===== config.mk =====
export PLATFORM = sky130hd
export DESIGN_NAME = id_ex_skid_stage
export DESIGN_NICKNAME = d
export VERILOG_FILES = /design/src/rtl/mips_pipe_pkg.sv /design/src/rtl/id_ex_skid_stage_slot.sv /design/src/rtl/id_ex_skid_stage.sv
export SDC_FILE = /design/constraint.sdc
export NUM_CORES = 1
export LEC_CHECK = 0
export CAP_MARGIN = 20
export CORE_ASPECT_RATIO = 1.2
export CORE_MARGIN = 2
export CORE_UTILIZATION = 35
export CTS_CLUSTER_DIAMETER = 200
export DETAILED_ROUTE_END_ITERATION = 6
export HOLD_SLACK_MARGIN = 0.03
export PLACE_DENSITY = 0.58
export SLEW_MARGIN = 0
export SYNTH_ARGS = -nofsm -noshare
export SYNTH_HDL_FRONTEND = slang
export SYNTH_HIERARCHICAL = 1
export SYNTH_SLANG_ARGS = --single-unit

===== constraint.sdc =====
create_clock -name clk -period 2.5 [get_ports clk]
set_input_delay 0.5 -clock clk [delete_from_list [all_inputs] [get_ports clk]]
set_output_delay 0.5 -clock clk [all_outputs]
set_load 0.02 [all_outputs]

===== src/rtl/mips_pipe_pkg.sv =====
// Shared widths, control-word bit positions, payload layout and stage state
// encoding for the MIPS ID/EX pipeline slice.
package mips_pipe_pkg;

   localparam int DATA_W = 32;
   localparam int IDX_W  = 5;
   localparam int CTRL_W = 10;

   localparam int CTRL_REGDST   = 9;
   localparam int CTRL_ALUSRC   = 8;
   localparam int CTRL_MEMTOREG = 7;
   localparam int CTRL_REGWRITE = 6;
   localparam int CTRL_MEMREAD  = 5;
   localparam int CTRL_MEMWRITE = 4;
   localparam int CTRL_BRANCH   = 3;
   localparam int CTRL_ALUOP_HI = 2;
   localparam int CTRL_ALUOP_LO = 1;
   localparam int CTRL_JUMP     = 0;

   localparam int PAYLOAD_W = 3*DATA_W + 2*IDX_W + CTRL_W + DATA_W;

   typedef struct packed {
      logic [DATA_W-1:0] pc4;
      logic [DATA_W-1:0] rs;
      logic [DATA_W-1:0] rt;
      logic [DATA_W-1:0] imm;
      logic [IDX_W-1:0]  rt_idx;
      logic [IDX_W-1:0]  rd_idx;
      logic [CTRL_W-1:0] ctrl;
   } idex_payload_t;

   typedef enum logic [1:0] {
      ST_EMPTY = 2'd0,
      ST_ONE   = 2'd1,
      ST_FULL  = 2'd2
   } idex_state_t;

endpackage


===== src/rtl/id_ex_skid_stage_slot.sv =====
// skid_slot: one payload register with its valid bit. Clear wins over load and
// only drops the valid bit; the payload is left stale.
module skid_slot #(
   parameter int W = 148
) (
   input  logic         clk,
   input  logic         rst_n,
   input  logic         load,
   input  logic         clear,
   input  logic [W-1:0] d,
   output logic         valid,
   output logic [W-1:0] q
);

   always_ff @(posedge clk or negedge rst_n) begin
      if (!rst_n) begin
         valid <= 1'b0;
         q     <= '0;
      end else if (clear) begin
         valid <= 1'b0;
      end else if (load) begin
         valid <= 1'b1;
         q     <= d;
      end
   end

endmodule


===== src/rtl/id_ex_skid_stage.sv =====
// ID/EX stage with a 2-entry skid buffer; in_ready comes only from the skid flop.
// Optional stall counter output enabled by defining IDEX_STALL_CNT_EN.
//
// state    | meaning
// ST_EMPTY | no entry held, out_valid=0
// ST_ONE   | main holds the head entry
// ST_FULL  | main holds head, skid holds the next entry, in_ready=0
module id_ex_skid_stage #(
   parameter int DATA_W = 32,
   parameter int CTRL_W = 10,
   parameter int IDX_W  = 5
) (
   input  logic              clk,
   input  logic              rst_n,
   input  logic              flush,
   input  logic              in_valid,
   output logic              in_ready,
   input  logic [DATA_W-1:0] in_pc4,
   input  logic [DATA_W-1:0] in_rs,
   input  logic [DATA_W-1:0] in_rt,
   input  logic [DATA_W-1:0] in_imm,
   input  logic [IDX_W-1:0]  in_rt_idx,
   input  logic [IDX_W-1:0]  in_rd_idx,
   input  logic [CTRL_W-1:0] in_ctrl,
`ifdef IDEX_STALL_CNT_EN
   output logic [31:0]       stall_cnt,
`endif
   output logic              out_valid,
   input  logic              out_ready,
   output logic [DATA_W-1:0] out_pc4,
   output logic [DATA_W-1:0] out_rs,
   output logic [DATA_W-1:0] out_rt,
   output logic [DATA_W-1:0] out_imm,
   output logic [IDX_W-1:0]  out_rt_idx,
   output logic [IDX_W-1:0]  out_rd_idx,
   output logic [CTRL_W-1:0] out_ctrl
);
   import mips_pipe_pkg::*;

   localparam int PW = 4*DATA_W + 2*IDX_W + CTRL_W;

   idex_state_t state, state_nxt;
   logic          in_fire, out_fire;
   logic          main_load, main_clr, main_sel_skid, skid_load, skid_clr;
   logic          main_valid, skid_valid;
   logic [PW-1:0] in_pl, main_d, main_q, skid_q;

   assign in_pl    = {in_pc4, in_rs, in_rt, in_imm, in_rt_idx, in_rd_idx, in_ctrl};
   assign in_ready = !skid_valid;
   assign out_valid = main_valid;
   assign in_fire  = in_valid && in_ready;
   assign out_fire = out_valid && out_ready;
   assign main_d   = main_sel_skid ? skid_q : in_pl;
   assign {out_pc4, out_rs, out_rt, out_imm, out_rt_idx, out_rd_idx, out_ctrl} = main_q;

   always_ff @(posedge clk or negedge rst_n) begin
      if (!rst_n) state <= ST_EMPTY;
      else        state <= state_nxt;
   end

   always_comb begin
      state_nxt = state;
      if (flush) begin
         state_nxt = ST_EMPTY;
      end else begin
         case (state)
            ST_EMPTY: if (in_fire) state_nxt = ST_ONE;
            ST_ONE: begin
               if (in_fire && !out_fire)      state_nxt = ST_FULL;
               else if (!in_fire && out_fire) state_nxt = ST_EMPTY;
            end
            ST_FULL:  if (out_fire) state_nxt = ST_ONE;
            default:  state_nxt = ST_EMPTY;
         endcase
      end
   end

   always_comb begin
      main_load     = 1'b0;
      main_clr      = 1'b0;
      main_sel_skid = 1'b0;
      skid_load     = 1'b0;
      skid_clr      = 1'b0;
      if (flush) begin
         main_clr = 1'b1;
         skid_clr = 1'b1;
      end else begin
         case (state)
            ST_EMPTY: main_load = in_fire;
            ST_ONE: begin
               if (in_fire && out_fire) main_load = 1'b1;
               else if (in_fire)        skid_load = 1'b1;
               else if (out_fire)       main_clr  = 1'b1;
            end
            ST_FULL: begin
               if (out_fire) begin
                  main_load     = 1'b1;
                  main_sel_skid = 1'b1;
                  skid_clr      = 1'b1;
               end
            end
            default: begin
               main_clr = 1'b1;
               skid_clr = 1'b1;
            end
         endcase
      end
   end

   skid_slot #(.W(PW)) u_main (
      .clk   (clk),
      .rst_n (rst_n),
      .load  (main_load),
      .clear (main_clr),
      .d     (main_d),
      .valid (main_valid),
      .q     (main_q)
   );

   skid_slot #(.W(PW)) u_skid (
      .clk   (clk),
      .rst_n (rst_n),
      .load  (skid_load),
      .clear (skid_clr),
      .d     (in_pl),
      .valid (skid_valid),
      .q     (skid_q)
   );

`ifdef IDEX_STALL_CNT_EN
   // Free-running wrap; only reset clears it, flush leaves it alone.
   always_ff @(posedge clk or negedge rst_n) begin
      if (!rst_n)                       stall_cnt <= '0;
      else if (out_valid && !out_ready) stall_cnt <= stall_cnt + 32'd1;
   end
`endif

endmodule

# Word-level counts from Yosys, hierarchy flattened

Cells that the tools add are included.

Memories kept: 0
Bits in read-only memories: 0
Input bits: 153
RAM bits: 0
Flip-flop bits (word level): 300
Logic and storage cells: 55
Latch bits: 0

Shift operators: 0
Order comparisons: 0
Reduce and logical (&&, ||, !) cells: 16
Divide/modulo/power cells: 0
Equal/unequal tests: 5
Muxes and demuxes: 27
Bitwise logic cells: 2
$add $sub $neg: 0
Multiply operators: 0

Operator list:

| cell                                           | number |
|---|---|
| 2-to-1 mux 148 bit                             | 1 |
| 2-to-1 mux 1 bit                               | 17 |
| 2-to-1 mux 2 bit                               | 5 |
| != test 3 bit (second input constant)          | 2 |
| one-hot mux 2 bit (3 select lines)             | 1 |
| logical AND 1 bit                              | 5 |
| != test 4 bit (second input constant)          | 1 |
| one-hot mux 1 bit (2 select lines)             | 2 |
| AND reduction 2 bit                            | 2 |
| nonzero test 2 bit                             | 2 |
| OR reduction 2 bit                             | 2 |
| zero test 1 bit                                | 3 |
| one-hot mux 1 bit (3 select lines)             | 1 |
| AND reduction 3 bit                            | 1 |
| == test 2 x 1 -> 1 bit (second input constant) | 1 |
| == test 2 bit (second input constant)          | 1 |
| zero test 2 bit                                | 1 |
| NOT 1 bit                                      | 2 |

# Depth between registers and ports, before layout

Word-level depth: 8
Mapped depth: 7
Gate-level depth less buffers: 5

# Hierarchy

Netlist, hierarchy kept.

By module, submodules not included:

| module           | area an instance (um2) | cells each | times used |
|---|---|---|---|
| skid_slot        | 5584.1                 | 316        | 2 |
| id_ex_skid_stage | 2065.7                 | 188        | 1 |

# Worst setup path after synthesis

OpenSTA, ideal clock, no wires.

Path type: input to register
Start point: input in_valid
End point: register u_main.q[100]
Slack: 453 ps
Stages on the path: 7
Data required time: 2375 ps
Arrival time: 1922 ps
Cell sequence: nor3b_1 -> a21boi_0 -> a21oi_1 -> nor2b_4 -> buf_6 -> buf_6 -> mux2_2

RTL lines:

| item                                     | line                        | RTL |
|---|---|---|
| start, declared                          | id_ex_skid_stage.sv:16      | `input logic in_valid,` |
| logical AND 1 bit (*)                    | id_ex_skid_stage.sv:51      | `assign in_fire = in_valid && in_ready;` |
| logical AND 1 bit                        | id_ex_skid_stage.sv:91      | `if (in_fire && out_fire) main_load = 1'b1;` |
| 2-to-1 mux 1 bit                         | id_ex_skid_stage.sv:91      |  |
| one-hot mux 1 bit (3 select lines) (*)   | id_ex_skid_stage.sv:88      | `case (state)` |
| 2-to-1 mux 1 bit (*)                     | id_ex_skid_stage.sv:84      | `if (flush) begin` |
| named net main_load                      | id_ex_skid_stage.sv:44      | `logic main_load, main_clr, main_sel_skid, skid_load, skid_clr;` |
| AND reduction 2 bit (no source line) (*) | --                          |  |
| end signal, assigned                     | id_ex_skid_stage_slot.sv:18 | `q <= '0;` |
| end signal, assigned                     | id_ex_skid_stage_slot.sv:23 | `q <= d;` |
| end, declared                            | id_ex_skid_stage_slot.sv:12 | `output logic [W-1:0] q` |

The timed path passes the listed nets; every way through them passes the cells marked *.
A chain may end at the register's enable or synchronous reset.

# Final worst setup path

Start point: register state[1]
End point: register u_main.q[52]

RTL lines:

| item                                     | line                   | RTL |
|---|---|---|
| start, declared                          | id_ex_skid_stage.sv:42 | `idex_state_t state, state_nxt;` |
| start signal, assigned                   | id_ex_skid_stage.sv:58 | `else state <= state_nxt;` |
| == test 2 bit (tied with other cells)    | id_ex_skid_stage.sv:88 |  |
| one-hot mux 1 bit (3 select lines) (*)   | id_ex_skid_stage.sv:88 |  |
| 2-to-1 mux 1 bit (*)                     | id_ex_skid_stage.sv:84 |  |
| named net main_load                      | id_ex_skid_stage.sv:44 |  |
| AND reduction 2 bit (no source line) (*) | --                     |  |

Marked as above.

==> metrics.cfg <==
[run_status]
status = finished, final reports clean

[cells_and_area]
nFillCells = 3302
syn_to_final_growth_pct = 38.6
stdcell_area_mm2 = 0.0183
final_util_pct = 48.8
antennaDiodeCount = 0
nets = 1324
layoutNonFillerInstCount = 1672
layout-drive-gt1-share_pct = 37.6

[sta]
rsz0062_at_grt = false
setup_violations = 0
maxSlewHeadroom_pct = 63.3
hold_viol_final = 0
setup_tns_ns = 0
finalClockSkew_ns = 0.0123
tightest_slew_ns = 0.551
fin_crit_ns = 2.21
drv_slew = 0
fmaxAchievable_mhz = 452
period_share_pct = 88.6

[power_and_ir_drop]
power_density_mw_per_mm2 = 922
finalPower_mw = 16.9
ir_drop_mv = 0.534
power.leakage_nw = 7.61

[synth]
yosysTopAreaCellShare_pct = 56.7
synth_commonest_cells = mux2_2, dfrtp_1, mux2_1, buf_6, buf_8
ys_seq_area_share_pct = 56.7
syn_avg_cell_area_um2 = 16.1
syn_inst = 820
ys_types = 24
synthArstFlopShare_pct = 100
synth_area_mm2 = 0.0132
ys_seq_elements = 300
yosysTopAreaCell = dfrtp_1
synth_nets = 973
ys_warn_count = 6
synth_enable_flop_cells = 0
synth_ff_type = dfrtp_1
synthMostInstantiatedCell = mux2_2
yosys-top-cells-area = dfrtp_1, mux2_2, mux2_1

[global_route]
track_usage_pct = 15.9
grt-ovfl-total = 0
antenna_found_initial = 0
grt_max_degree = 64
grt_pass1_vias = 8711
grt_pass1_wl_um = 49700

[clock_network]
clk_pin_slew_ns = 0.06
cts_sinks = 300
tritoncts = built
cts_buffers = 34
ctsHtreeMaxLevel = 2
clockBufferDepth = 3
clock_latency_ns = 0.51
post_cts_buffers = 0
cts_root_buffer = clkbuf_16
ctsResizeCount = 0

[route]
num_vias = 7916
firstDrtPassIters = 4
drcViolationCount = 0
drt-total-wl_um = 30600
postRouteAntennaNets = 0
drtIter0Drc = 318
vias_per_cell = 4.73
wl_per_cell_um = 18.3

[critical_path]
critical_path_class = flip-flop to flip-flop
worstPathArrival_ns = 2.60
critPathRequiredTime_ns = 2.89
startpoint_type = flip-flop
crit_fanout = 18
crit_path_end_kind = flip-flop

[floorplanning]
ios = 303
initial_core_util_pct = 35.2
rows = 78
die_h_um = 217
die_area_mm2 = 0.0394
core_area_mm2 = 0.0376
die_w_um = 182

[place]
placedCellCount = 1614
io_buffers = 302
gp_congestion = 0.707
post_dp_cell_area_mm2 = 0.0173
hpwl_um = 21700

[min_path]
hp-class = flip-flop to flip-flop

[flow_run]
drv_cap = 0

==> worst max-delay path: stages (launching register included) <==
cell and delay, ns:
dfrtp_1 0.45, nor3b_1 0.23, buf_4 0.15, a21boi_0 0.09, a21oi_1 0.19, nor2b_4 0.24, buf_12 0.18, buf_12 0.18
mux2_2 0.36
==> power by group <==
group	total, mW	switching [mW]	internal, mW	leakage (nW)
sequential	7.21	0.783	6.43	3.67
combinational	4.84	2.03	2.81	3.41
clock	4.86	1.96	2.90	0.528
==> worst paths after layout <==
| kind | startpoint | cells after the start | slack, ns | to |
|---|---|---|---|---|
| worst max-delay path | state[1]$_DFFE_PN0P_ | 8 | 0.29 | u_main/q[52]$_DFFE_PN0P_ |
| worst min-delay path | u_skid/q[34]$_DFFE_PN0P_ | 1 | 0.50 | u_skid/q[34]$_DFFE_PN0P_ |
| worst max register to register | state[1]$_DFFE_PN0P_ | 8 | 0.29 | u_main/q[52]$_DFFE_PN0P_ |
| worst min register to register | u_skid/q[34]$_DFFE_PN0P_ | 1 | 0.50 | u_skid/q[34]$_DFFE_PN0P_ |
| max in group asynchronous | rst_n | 3 | 1.21 | u_skid/q[0]$_DFFE_PN0P_ |
| min in group asynchronous | rst_n | 2 | 0.54 | u_skid/q[137]$_DFFE_PN0P_ |
==> layout make-up <==
cell class	instances	area [um2]	area share [%]
inverter	2	7.51	0.0409
clock buffer	50	1010	5.52
sequential	300	7510	40.9
multi-input combinational	470	5170	28.2
timing repair buffer	363	3980	21.7
clock inverter	7	68.8	0.375
tap	480	601	3.27
==> registers in the layout (all words and copies together) (netlist names) <==
signal / cells
u_main/q: 148
state: 2
u_main/valid: 1
u_skid/q: 148
u_skid/valid: 1
==> cells in the final DEF (no fill, tap or decap), types with 2 or more instances in the layout <==
cell type,synthesis,layout
mux2_1,111,111
clkbuf_16,0,35
inv_1,2,2
nor2b_4,2,2
clkbuf_8,0,8
buf_12,0,39
clkinvlp_4,0,2
buf_4,2,21
dfrtp_1,300,300
mux2_2,333,333
o21ai_0,2,2
nor2_1,4,4
nand2_1,3,3
a21oi_1,3,3
nand2b_1,2,2
clkbuf_1,0,7
clkdlybuf4s50_1,0,301
clkinv_2,0,3
==> through the flow <==
step,hold WS [ns],setup WS (ns)
2_1_floorplan,0.204,0.453
3_3_place_gp,0.484,-0.193
3_5_place_dp,0.492,-0.184
4_1_cts,0.503,0.286
5_1_grt,0.513,0.143
6_report,0.500,0.286
==> logic make-up (layout without fill, tap and decap cells) <==
kind of cell	after synthesis	after routing	synth area share, %
simple gates	17	17	0.879
compound gates	9	9	0.407
mux	444	444	37.8
buf+inv	50	422	4.21
flops	300	300	56.7
==> metal layers <==
metal / GRT usage, % / vias to the layer above / routed length [um]
li1: - / 3646 / -
met1: 20.4 / 4003 / 13300
met2: 26.1 / 232 / 14500
met3: 5.22 / 35 / 2320
met4: 3.96 / 0 / 493
met5: 0 / - / 0
==> repair_timing <==
action | in CTS | in global routing
endpoints found under the hold margin | 52 | 0
hold buffers | 1 | 0
setup endpoints to repair | 0 | 0
Power figures use the tool's default switching activity.
